`src/rtl/iterative_arith_shifter_pkg.sv`:
```
// Shared types and constants for the iterative arithmetic right shifter.
package iterative_arith_shifter_pkg;

    typedef enum logic [1:0] {
        StIdle  = 2'd0,
        StShift = 2'd1,
        StDone  = 2'd2
    } state_e;

    // Largest shift the combinational stage can apply in one pass.
    localparam int unsigned MAX_STEP = 3;

endpackage

```
`src/rtl/arithmetic_right_shifter.sv`:
```
// Combinational sign-extending right shifter, 0..3 positions per pass.
module arithmetic_right_shifter #(
    parameter int unsigned N = 8
) (
    input  logic [N-1:0] data_in,
    input  logic [1:0]   control,
    output logic [N-1:0] data_out
);

    logic msb;
    assign msb = data_in[N-1];

    always_comb begin
        data_out = data_in;
        case (control)
            2'd0:    data_out = data_in;
            2'd1:    data_out = {msb, data_in[N-1:1]};
            2'd2:    data_out = {{2{msb}}, data_in[N-1:2]};
            2'd3:    data_out = {{3{msb}}, data_in[N-1:3]};
            default: data_out = data_in;
        endcase
    end

endmodule

```
`src/rtl/iterative_arith_shifter.sv`:
```
// Sequential arithmetic right shifter: applies up to MAX_STEP positions per clock
// until the requested amount is consumed, with valid/ready on both sides.
module iterative_arith_shifter
    import iterative_arith_shifter_pkg::*;
#(
    parameter int unsigned N       = 8,
    parameter int unsigned SHAMT_W = 4
) (
    input  logic               clk,
    input  logic               rst,
    input  logic               in_valid,
    output logic               in_ready,
    input  logic [N-1:0]       in_data,
    input  logic [SHAMT_W-1:0] in_shamt,
    output logic               out_valid,
    input  logic               out_ready,
    output logic [N-1:0]       out_data,
    output logic               busy
);

    localparam logic [SHAMT_W-1:0] MaxStepW = SHAMT_W'(MAX_STEP);

    state_e             state_q, state_d;
    logic [N-1:0]       data_q, data_d;
    logic [SHAMT_W-1:0] rem_q, rem_d;

    logic [1:0]   step;
    logic         last_pass;
    logic [N-1:0] shifted;

    // Clamp the remaining amount to what one pass can do.
    always_comb begin
        last_pass = (rem_q <= MaxStepW);
        step      = last_pass ? rem_q[1:0] : 2'd3;
    end

    arithmetic_right_shifter #(
        .N (N)
    ) u_shifter (
        .data_in  (data_q),
        .control  (step),
        .data_out (shifted)
    );

    always_comb begin
        state_d = state_q;
        data_d  = data_q;
        rem_d   = rem_q;
        unique case (state_q)
            StIdle: begin
                if (in_valid) begin
                    data_d  = in_data;
                    rem_d   = in_shamt;
                    state_d = (in_shamt == '0) ? StDone : StShift;
                end
            end
            StShift: begin
                data_d = shifted;
                rem_d  = rem_q - SHAMT_W'(step);
                if (last_pass) begin
                    state_d = StDone;
                end
            end
            StDone: begin
                if (out_ready) begin
                    state_d = StIdle;
                end
            end
            default: state_d = StIdle;
        endcase
    end

    always_ff @(posedge clk or posedge rst) begin
        if (rst) begin
            state_q <= StIdle;
            data_q  <= '0;
            rem_q   <= '0;
        end else begin
            state_q <= state_d;
            data_q  <= data_d;
            rem_q   <= rem_d;
        end
    end

    // All outputs decode registered state only.
    always_comb begin
        in_ready  = (state_q == StIdle);
        out_valid = (state_q == StDone);
        busy      = (state_q != StIdle);
        out_data  = data_q;
    end

endmodule

```
`config.mk`:
```
export PLATFORM = sky130hd
export DESIGN_NAME = iterative_arith_shifter
export DESIGN_NICKNAME = d
export VERILOG_FILES = /design/src/rtl/iterative_arith_shifter_pkg.sv /design/src/rtl/arithmetic_right_shifter.sv /design/src/rtl/iterative_arith_shifter.sv
export SDC_FILE = /design/constraint.sdc
export NUM_CORES = 1
export LEC_CHECK = 0
export BUFFER_PORTS_ARGS = -buffer_cell sky130_fd_sc_hd__buf_4
export CAP_MARGIN = 20
export CORE_MARGIN = 4
export CORE_UTILIZATION = 25
export DETAILED_ROUTE_END_ITERATION = 10
export RECOVER_POWER = 25
export REMOVE_ABC_BUFFERS = 1
export SLEW_MARGIN = 0
export SYNTH_ARGS = -nofsm -noshare
export SYNTH_HDL_FRONTEND = slang
export SYNTH_HIERARCHICAL = 1
export SYNTH_SLANG_ARGS = --single-unit
```
`constraint.sdc`:
```
create_clock -name clk -period 4.6 [get_ports clk]
set_input_delay 0.23 -clock clk [delete_from_list [all_inputs] [get_ports clk]]
set_output_delay 0.23 -clock clk [all_outputs]
set_load 0.1 [all_outputs]
```
Word level (Yosys, flattened, before mapping). Cells that the tools add are included.

Register bits: 14. Input port bits: 16. Output and inout port bits: 11. Logic and storage cells: 38.

$add $sub $neg: 1. Magnitude comparators: 1. Eq/ne operators: 12. Muxes and demuxes: 11. Reduce and logical (&&, ||, !) cells: 9.

Operators by type and width (count): 7-bit one-hot mux with 3 select lines (1); 8-bit one-hot mux with 2 select lines (1); 2-bit != test (second input constant) (6); 2-bit 2-to-1 mux (5); 8-bit 2-to-1 mux (1); 4-bit one-hot mux with 2 select lines (1); 2-bit == test (second input constant) (3); 2-bit one-hot mux with 3 select lines (1); 3-bit AND reduction (2); 6-bit AND reduction (1); 2-bit by 1-bit == test with 1-bit output (second input constant) (2); 4-bit by 2-bit <= comparator with 1-bit output (second input constant) (1); 2-bit logical NOT (2); 4-bit logical NOT (1); 4-bit 2-to-1 mux (1); 2-bit nonzero test (2); 4-bit by 2-bit subtractor with 4-bit output (1); 2-bit by 1-bit != test with 1-bit output (second input constant) (1); 2-bit AND reduction (1).

Longest topological paths before layout. Gate-level depths: netlist of run 1.

Depth after elaboration: 5. Gate-level depth with buffers: 7. Mapped depth without buffers: 6.

Cells and area by module. Netlist of run 1, hierarchy kept.

By module, submodules not included: iterative_arith_shifter (instances 1, cells an instance 89, area an instance 833.3 µm², seq. area each 350.3 µm²); arithmetic_right_shifter (instances 1, cells an instance 12, area an instance 196.4 µm², seq. area each 0.0 µm²).

Least setup slack after synthesis of run 1. No wires, ideal clock.

Kind: reg-to-output. From: register state_q[0]. To: output busy. Data arrival time: 2761 ps. Required time: 4370 ps. Path slack: 1609 ps. Stages on the path, launching flop included: 4. Path buffers: 1. Cell sequence: dfrtp_1 buf_6 nor2_1 inv_1.

Longest elaborated chain between the ends: 1.

Ends and longest elaborated chain: start: declaration (RTL line iterative_arith_shifter.sv:23) `state_e state_q, state_d;`; start signal: assignment (RTL line iterative_arith_shifter.sv:75) `state_q <= StIdle;`; start signal: assignment (RTL line iterative_arith_shifter.sv:79) `state_q <= state_d;`; 2-bit nonzero test (RTL line iterative_arith_shifter.sv:89) `busy = (state_q != StIdle);`; end: declaration (RTL line iterative_arith_shifter.sv:18) `output logic busy`.

No other way between the ends.

Worst setup path in the final report of run 1.
From: register rem_q[2]. To: register data_q[5] (netlist: out_data[5]).

Longest elaborated chain between the ends: 5. Elaborated cells on any way between the ends: 10. Classes of those cells: order compare (1); eq/ne (4); mux (3); reduce/logical (2).

Ends and longest elaborated chain: start: declaration (RTL line iterative_arith_shifter.sv:25) `logic [SHAMT_W-1:0] rem_q, rem_d;`; start signal: assignment (RTL line iterative_arith_shifter.sv:81) `rem_q <= rem_d;`; 4-bit by 2-bit <= comparator with 1-bit output * (RTL line iterative_arith_shifter.sv:33) `last_pass = (rem_q <= MaxStepW);`; 2-bit 2-to-1 mux * (RTL line iterative_arith_shifter.sv:34) `step = last_pass ? rem_q[1:0] : 2'd3;`; named net step[0] (RTL line iterative_arith_shifter.sv:27) `logic [1:0] step;`; 2-bit == test / 2-bit by 1-bit == test with 1-bit output (equally long branches) (RTL line arithmetic_right_shifter.sv:15) `case (control)`; 7-bit one-hot mux with 3 select lines * (RTL line arithmetic_right_shifter.sv:15); named net shifted[5] (RTL line iterative_arith_shifter.sv:29) `logic [N-1:0] shifted;`; 8-bit one-hot mux with 2 select lines * (RTL line iterative_arith_shifter.sv:49) `unique case (state_q)`; end signal: assignment (RTL line iterative_arith_shifter.sv:80) `data_q <= data_d;`; end: declaration (RTL line iterative_arith_shifter.sv:24) `logic [N-1:0] data_q, data_d;`.

The timed path passes the listed nets; every way through them passes the cells marked *. The select of a mux whose other input is x is not followed. A chain may end at the register's enable or synchronous reset.

==> results.yml, run 1 <==
run_status:
  status: "finished, final reports clean"
global_routing:
  grt_max_degree: 21
  grt_pass1_wl_um: 4530
  gr-total-overflow: 0
  grtUsageTotal_pct: 11.1
  grt_pass1_vias: 950
  grt_antenna_before_repair: 0
finish:
  final_common_cell: "buf_4"
  drive_above_1_share_pct: 35.0
  syn2layout_area_growth_pct: 23.7
  insertedDiodeCount: 0
  num-nets-final: 141
  final_cell_mix: "buf_4, dfrtp_1, o21ai_0, nand2_1, a21oi_1"
  fill_cells: 412
clocking:
  cts_buffers: 3
  h-tree-depth: 1
  cts_tree: "built"
  root_buffer: "clkbuf_8"
  hold_buffers: 0
  worstSkewPairLatency_ns: 0.25
  cts.sinks: 14
  cts_repair_resize_count: 0
  clkTransAtPathRegs_ns: 0.06
  cts_buffer_depth: 2
  post_cts_buffers: 0
floorplanning:
  die_h_um: 72.2
  start_util_pct: 25.7
  core_um2: 4000
  fp-row-count: 23
  dieArea_um2: 5210
  die_width_um: 72.2
  io_pins: 27
synthesis:
  syn_inst: 101
  synthTopCellsByArea: "dfrtp_1, mux4_1, o21ai_0, a22oi_1, buf_6"
  netlist_area_um2: 1030
  avgSynthCellArea_um2: 10.2
  yosysSeqAreaShare_pct: 34.0
  async_reset_ff_share_pct: 100
  synth_top_cell_by_area: "dfrtp_1"
  synth_top_area_share_pct: 34.0
  yosys_most_used_dff: "dfrtp_1"
  yosysWarnings: 6
  synth_edf_count: 0
  ys_types: 32
  postSynthRegisterBits: 14
worst_hold_path:
  hold_path_class: "primary input to asynchronous set/reset pin"
timing:
  finalHoldViolations: 0
  report.final.setup_viol: 0
  final.setup.tns_ns: 0
  fin_worst_skew_ns: 0.00115
  period_needed_ns: 2.17
  tightest_slew_ns: 0.730
  max_slew_margin_pct: 51.3
  slew_violations: 0
  rsz0062_at_grt: "no"
  holdWs_ns: 0.0324
  max_freq_mhz: 461
  fin_crit_sh_pct: 47.2
setup_path:
  cp_top_family: "simple AND/OR/NAND/NOR gates"
  cp-end-kind: "register"
  cp-start-kind: "register"
  crit_cells: 6
  worstPathArrival_ns: 2.28
  worst-path-max-fanout: 8
  cp_cell_sequence: "or3_2, mux2_4, mux2_2, and2_1, a31oi_1, o21ai_0"
  criticalPathCategory: "register to register"
  crit_required_ns: 4.71
  slowest_delay_ns: 0.62
  slowest_stage: "or3_2"
  worstPathBufferInverterCount: 0
  rr_worst_depth: 6
drt:
  drtPass1Iterations: 4
  route.vias.total: 901
  via_per_inst: 5.21
  wirelength_um: 2710
  first_iter_violations: 29
  drc: 0
  wl_per_cell_um: 15.7
  ant_nets: 0
placement:
  place_congestion: 0.822
  port_buffers: 26
  dp_hpwl_um: 2010
flow_run:
  maxCapViolCount: 0
==> cells in the mapped netlist (2+ instances only) <==
cell type  count
a21oi_1        8
a22oi_1        6
a31oi_1        3
and2_1         3
and2b_1        3
buf_4          2
buf_6          4
dfrtp_1       14
inv_1          4
mux2_2         2
mux4_1         5
nand2_1       11
nor2_1         2
nor2b_1        4
o21ai_0       11
o221ai_2       2
or3_2          2
==> kinds of logic (layout without fill, tap and decap cells) <==
logic type | count (synthesis) | count (layout) | share of synthesized area (%)
fa+ha+maj | 1 | 1 | 1.21
mux | 8 | 8 | 16.4
flops | 14 | 14 | 34.0
compound gates | 33 | 33 | 21.5
buf+inv | 12 | 34 | 8.14
simple gates | 33 | 33 | 18.7
==> per-stage QoR <==
step	std cells	instance area [um^2]	setup WS (ns)	utilization (%)
after floorplan	93	961	1.49	-
after global placement	169	1220	2.50	30.5
after detailed placement	169	1220	2.44	30.5
after CTS	173	1270	2.43	31.8
after global routing	173	1270	2.32	31.8
final	173	1270	2.43	31.8
==> area by class of cell <==
cell class | instances | area [um^2] | area share (%)
Tap cell | 50 | 62.6 | 4.91
Inverter | 4 | 15.0 | 1.18
Timing Repair Buffer | 26 | 195 | 15.3
Multi-Input combinational cell | 75 | 596 | 46.8
Sequential cell | 14 | 350 | 27.5
Clock buffer | 4 | 55.1 | 4.32
==> sequential cells by signal, summed over array words and instances (netlist names) <==
| name | count |
|---|---|
| out_data | 8 |
| rem_q | 4 |
| state_q | 2 |
==> per-layer routing <==
| layer | part of all wire, % | wire (um) | GRT usage, % | up-vias |
|---|---|---|---|---|
| li1 | - | - | - | 416 |
| met1 | 44 | 1190 | 14.5 | 458 |
| met2 | 51 | 1370 | 18.6 | 23 |
| met3 | 4.3 | 117 | 1.39 | 4 |
| met4 | 1.0 | 27 | 4.18 | 0 |
| met5 | 0 | 0 | 0 | - |
==> path summary, 6_finish.rpt <==
path	from	slack, ns	to
hold reg to reg	out_data[0]	0.54	out_data[0]
hold / removal	rst	0.03	state_q[1]
setup / recovery	rem_q[2]	2.43	out_data[5]
max in group asynchronous	rst	4.20	out_data[4]
min in group clk	in_shamt[2]	0.25	rem_q[2]
setup reg to reg	rem_q[2]	2.43	out_data[5]
Power of run 1 is not shown: default switching activity piles up to over one toggle a cycle in this logic, so the estimate is an artifact.
==> run 2, diff against run 1 <==
- clock period: 4.6 -> 2.3 ns (I/O delays scaled with it)
==> results.yml, run 2 (synthesis results as in run 1) <==
finish:
  fill_cells: 394
  final_common_cell: "buf_4"
  drive_above_1_share_pct: 34.7
  syn2layout_area_growth_pct: 24.7
  multiInputGateArea_um2: 596
  finish.utilization_pct: 32.1
  insertedDiodeCount: 0
  regArea_um2: 350
  largest_reg_flops: 8
  final_cell_mix: "buf_4, dfrtp_1, o21ai_0, nand2_1, a21oi_1"
  final_cells: 174
  num-nets-final: 142
setup_path:
  criticalPathCategory: "register to register"
  timing.rr.start: "rem_q[2]"
  worst-path-max-fanout: 8
  worstPathArrival_ns: 2.28
  crit_required_ns: 2.40
  cp-end-kind: "register"
  cp-start-kind: "register"
  cp-startpoint: "rem_q[2]"
placement:
  port_buffers: 26
  place_congestion: 0.822
  place_inst: 169
  place_ws_ns: 0.142
  dp_hpwl_um: 2010
timing:
  timing.final.ws_setup_ns: 0.124
  tightest_slew_ns: 0.719
  max_freq_mhz: 460
  rsz0062_at_grt: "no"
  fin_crit_sh_pct: 94.6
  slew_violations: 0
  max_slew_margin_pct: 52.0
  period_needed_ns: 2.18
  report.final.setup_viol: 0
  finalHoldViolations: 0
  fin_worst_skew_ns: 0.00323
run_status:
  status: "finished, final reports clean"
floorplanning:
  io_pins: 27
  core_um2: 4000
  start_util_pct: 25.7
  die_width_um: 72.2
  fp-row-count: 23
  dieArea_um2: 5210
  die_h_um: 72.2
clocking:
  worstSkewPairLatency_ns: 0.25
  h-tree-depth: 1
  cts_buffer_depth: 2
  clkTransAtPathRegs_ns: 0.06
  cts_buffers: 3
  cts.sinks: 14
  hold_buffers: 1
  post_cts_buffers: 0
  cts_repair_resize_count: 0
  cts_tree: "built"
  root_buffer: "clkbuf_8"
worst_hold_path:
  hold_path_class: "primary input to register"
  min_from: "in_shamt[2]"
drt:
  drtPass1Iterations: 4
  wl_per_cell_um: 15.6
  ant_nets: 0
  wirelength_um: 2720
  route.vias.total: 891
  via_per_inst: 5.12
  first_iter_violations: 32
  drc: 0
global_routing:
  grt_pass1_vias: 871
  gr-total-overflow: 0
  grt_antenna_before_repair: 0
  grt_max_degree: 21
  grtUsageTotal_pct: 11.4
  grt_pass1_wl_um: 4500
flow_run:
  maxCapViolCount: 0
==> run 2: changes by cell type in the layout (fill, tap and decap cells not counted), sizes merged <==
cell,delta
dlygate4sd3,+1
==> run 2: worst paths after layout <==
kind,depth (start not counted),to,slack [ns]
max,6,out_data[5],0.12
min,3,rem_q[2],0.14
max reg2reg,6,out_data[5],0.12
min reg2reg,2,out_data[0],0.52
max in group asynchronous,3,out_data[7],1.46
min in group asynchronous,3,state_q[0],0.47
==> run 2: area by class of cell <==
cell class / count / share of cell area [%]
clock buffer: 4 / 4.29
multi-input combinational: 75 / 46.4
tap: 50 / 4.87
inverter: 4 / 1.17
timing repair buffer: 27 / 16.0
sequential: 14 / 27.3
==> run 2: critical path: stages (launching register included) <==
cell and delay (ns):
dfrtp_1 0.46, or3_2 0.62, mux2_4 0.33, mux2_2 0.25, and2_1 0.15, a31oi_1 0.13
o21ai_0 0.09
==> run 2: stage by stage <==
step / TNS, ns / hold slack (ns) / area [um^2]
6_report: 0 / 0.138 / 1280
5_1_grt: 0 / 0.142 / 1280
4_1_cts: 0 / 0.131 / 1280
3_5_place_dp: 0 / 0.217 / 1220
3_3_place_gp: 0 / 0.208 / 1220
2_1_floorplan: -0.756 / 0.00422 / 961
==> run 2: per-layer routing <==
metal	vias up	GRT usage [%]	wire length, um
met2	28	18.6	1380
met4	0	5.85	53
met5	-	0	0
met1	439	14.3	1140
met3	6	1.94	145
li1	418	-	-
Power of run 2 is left out for the same reason.
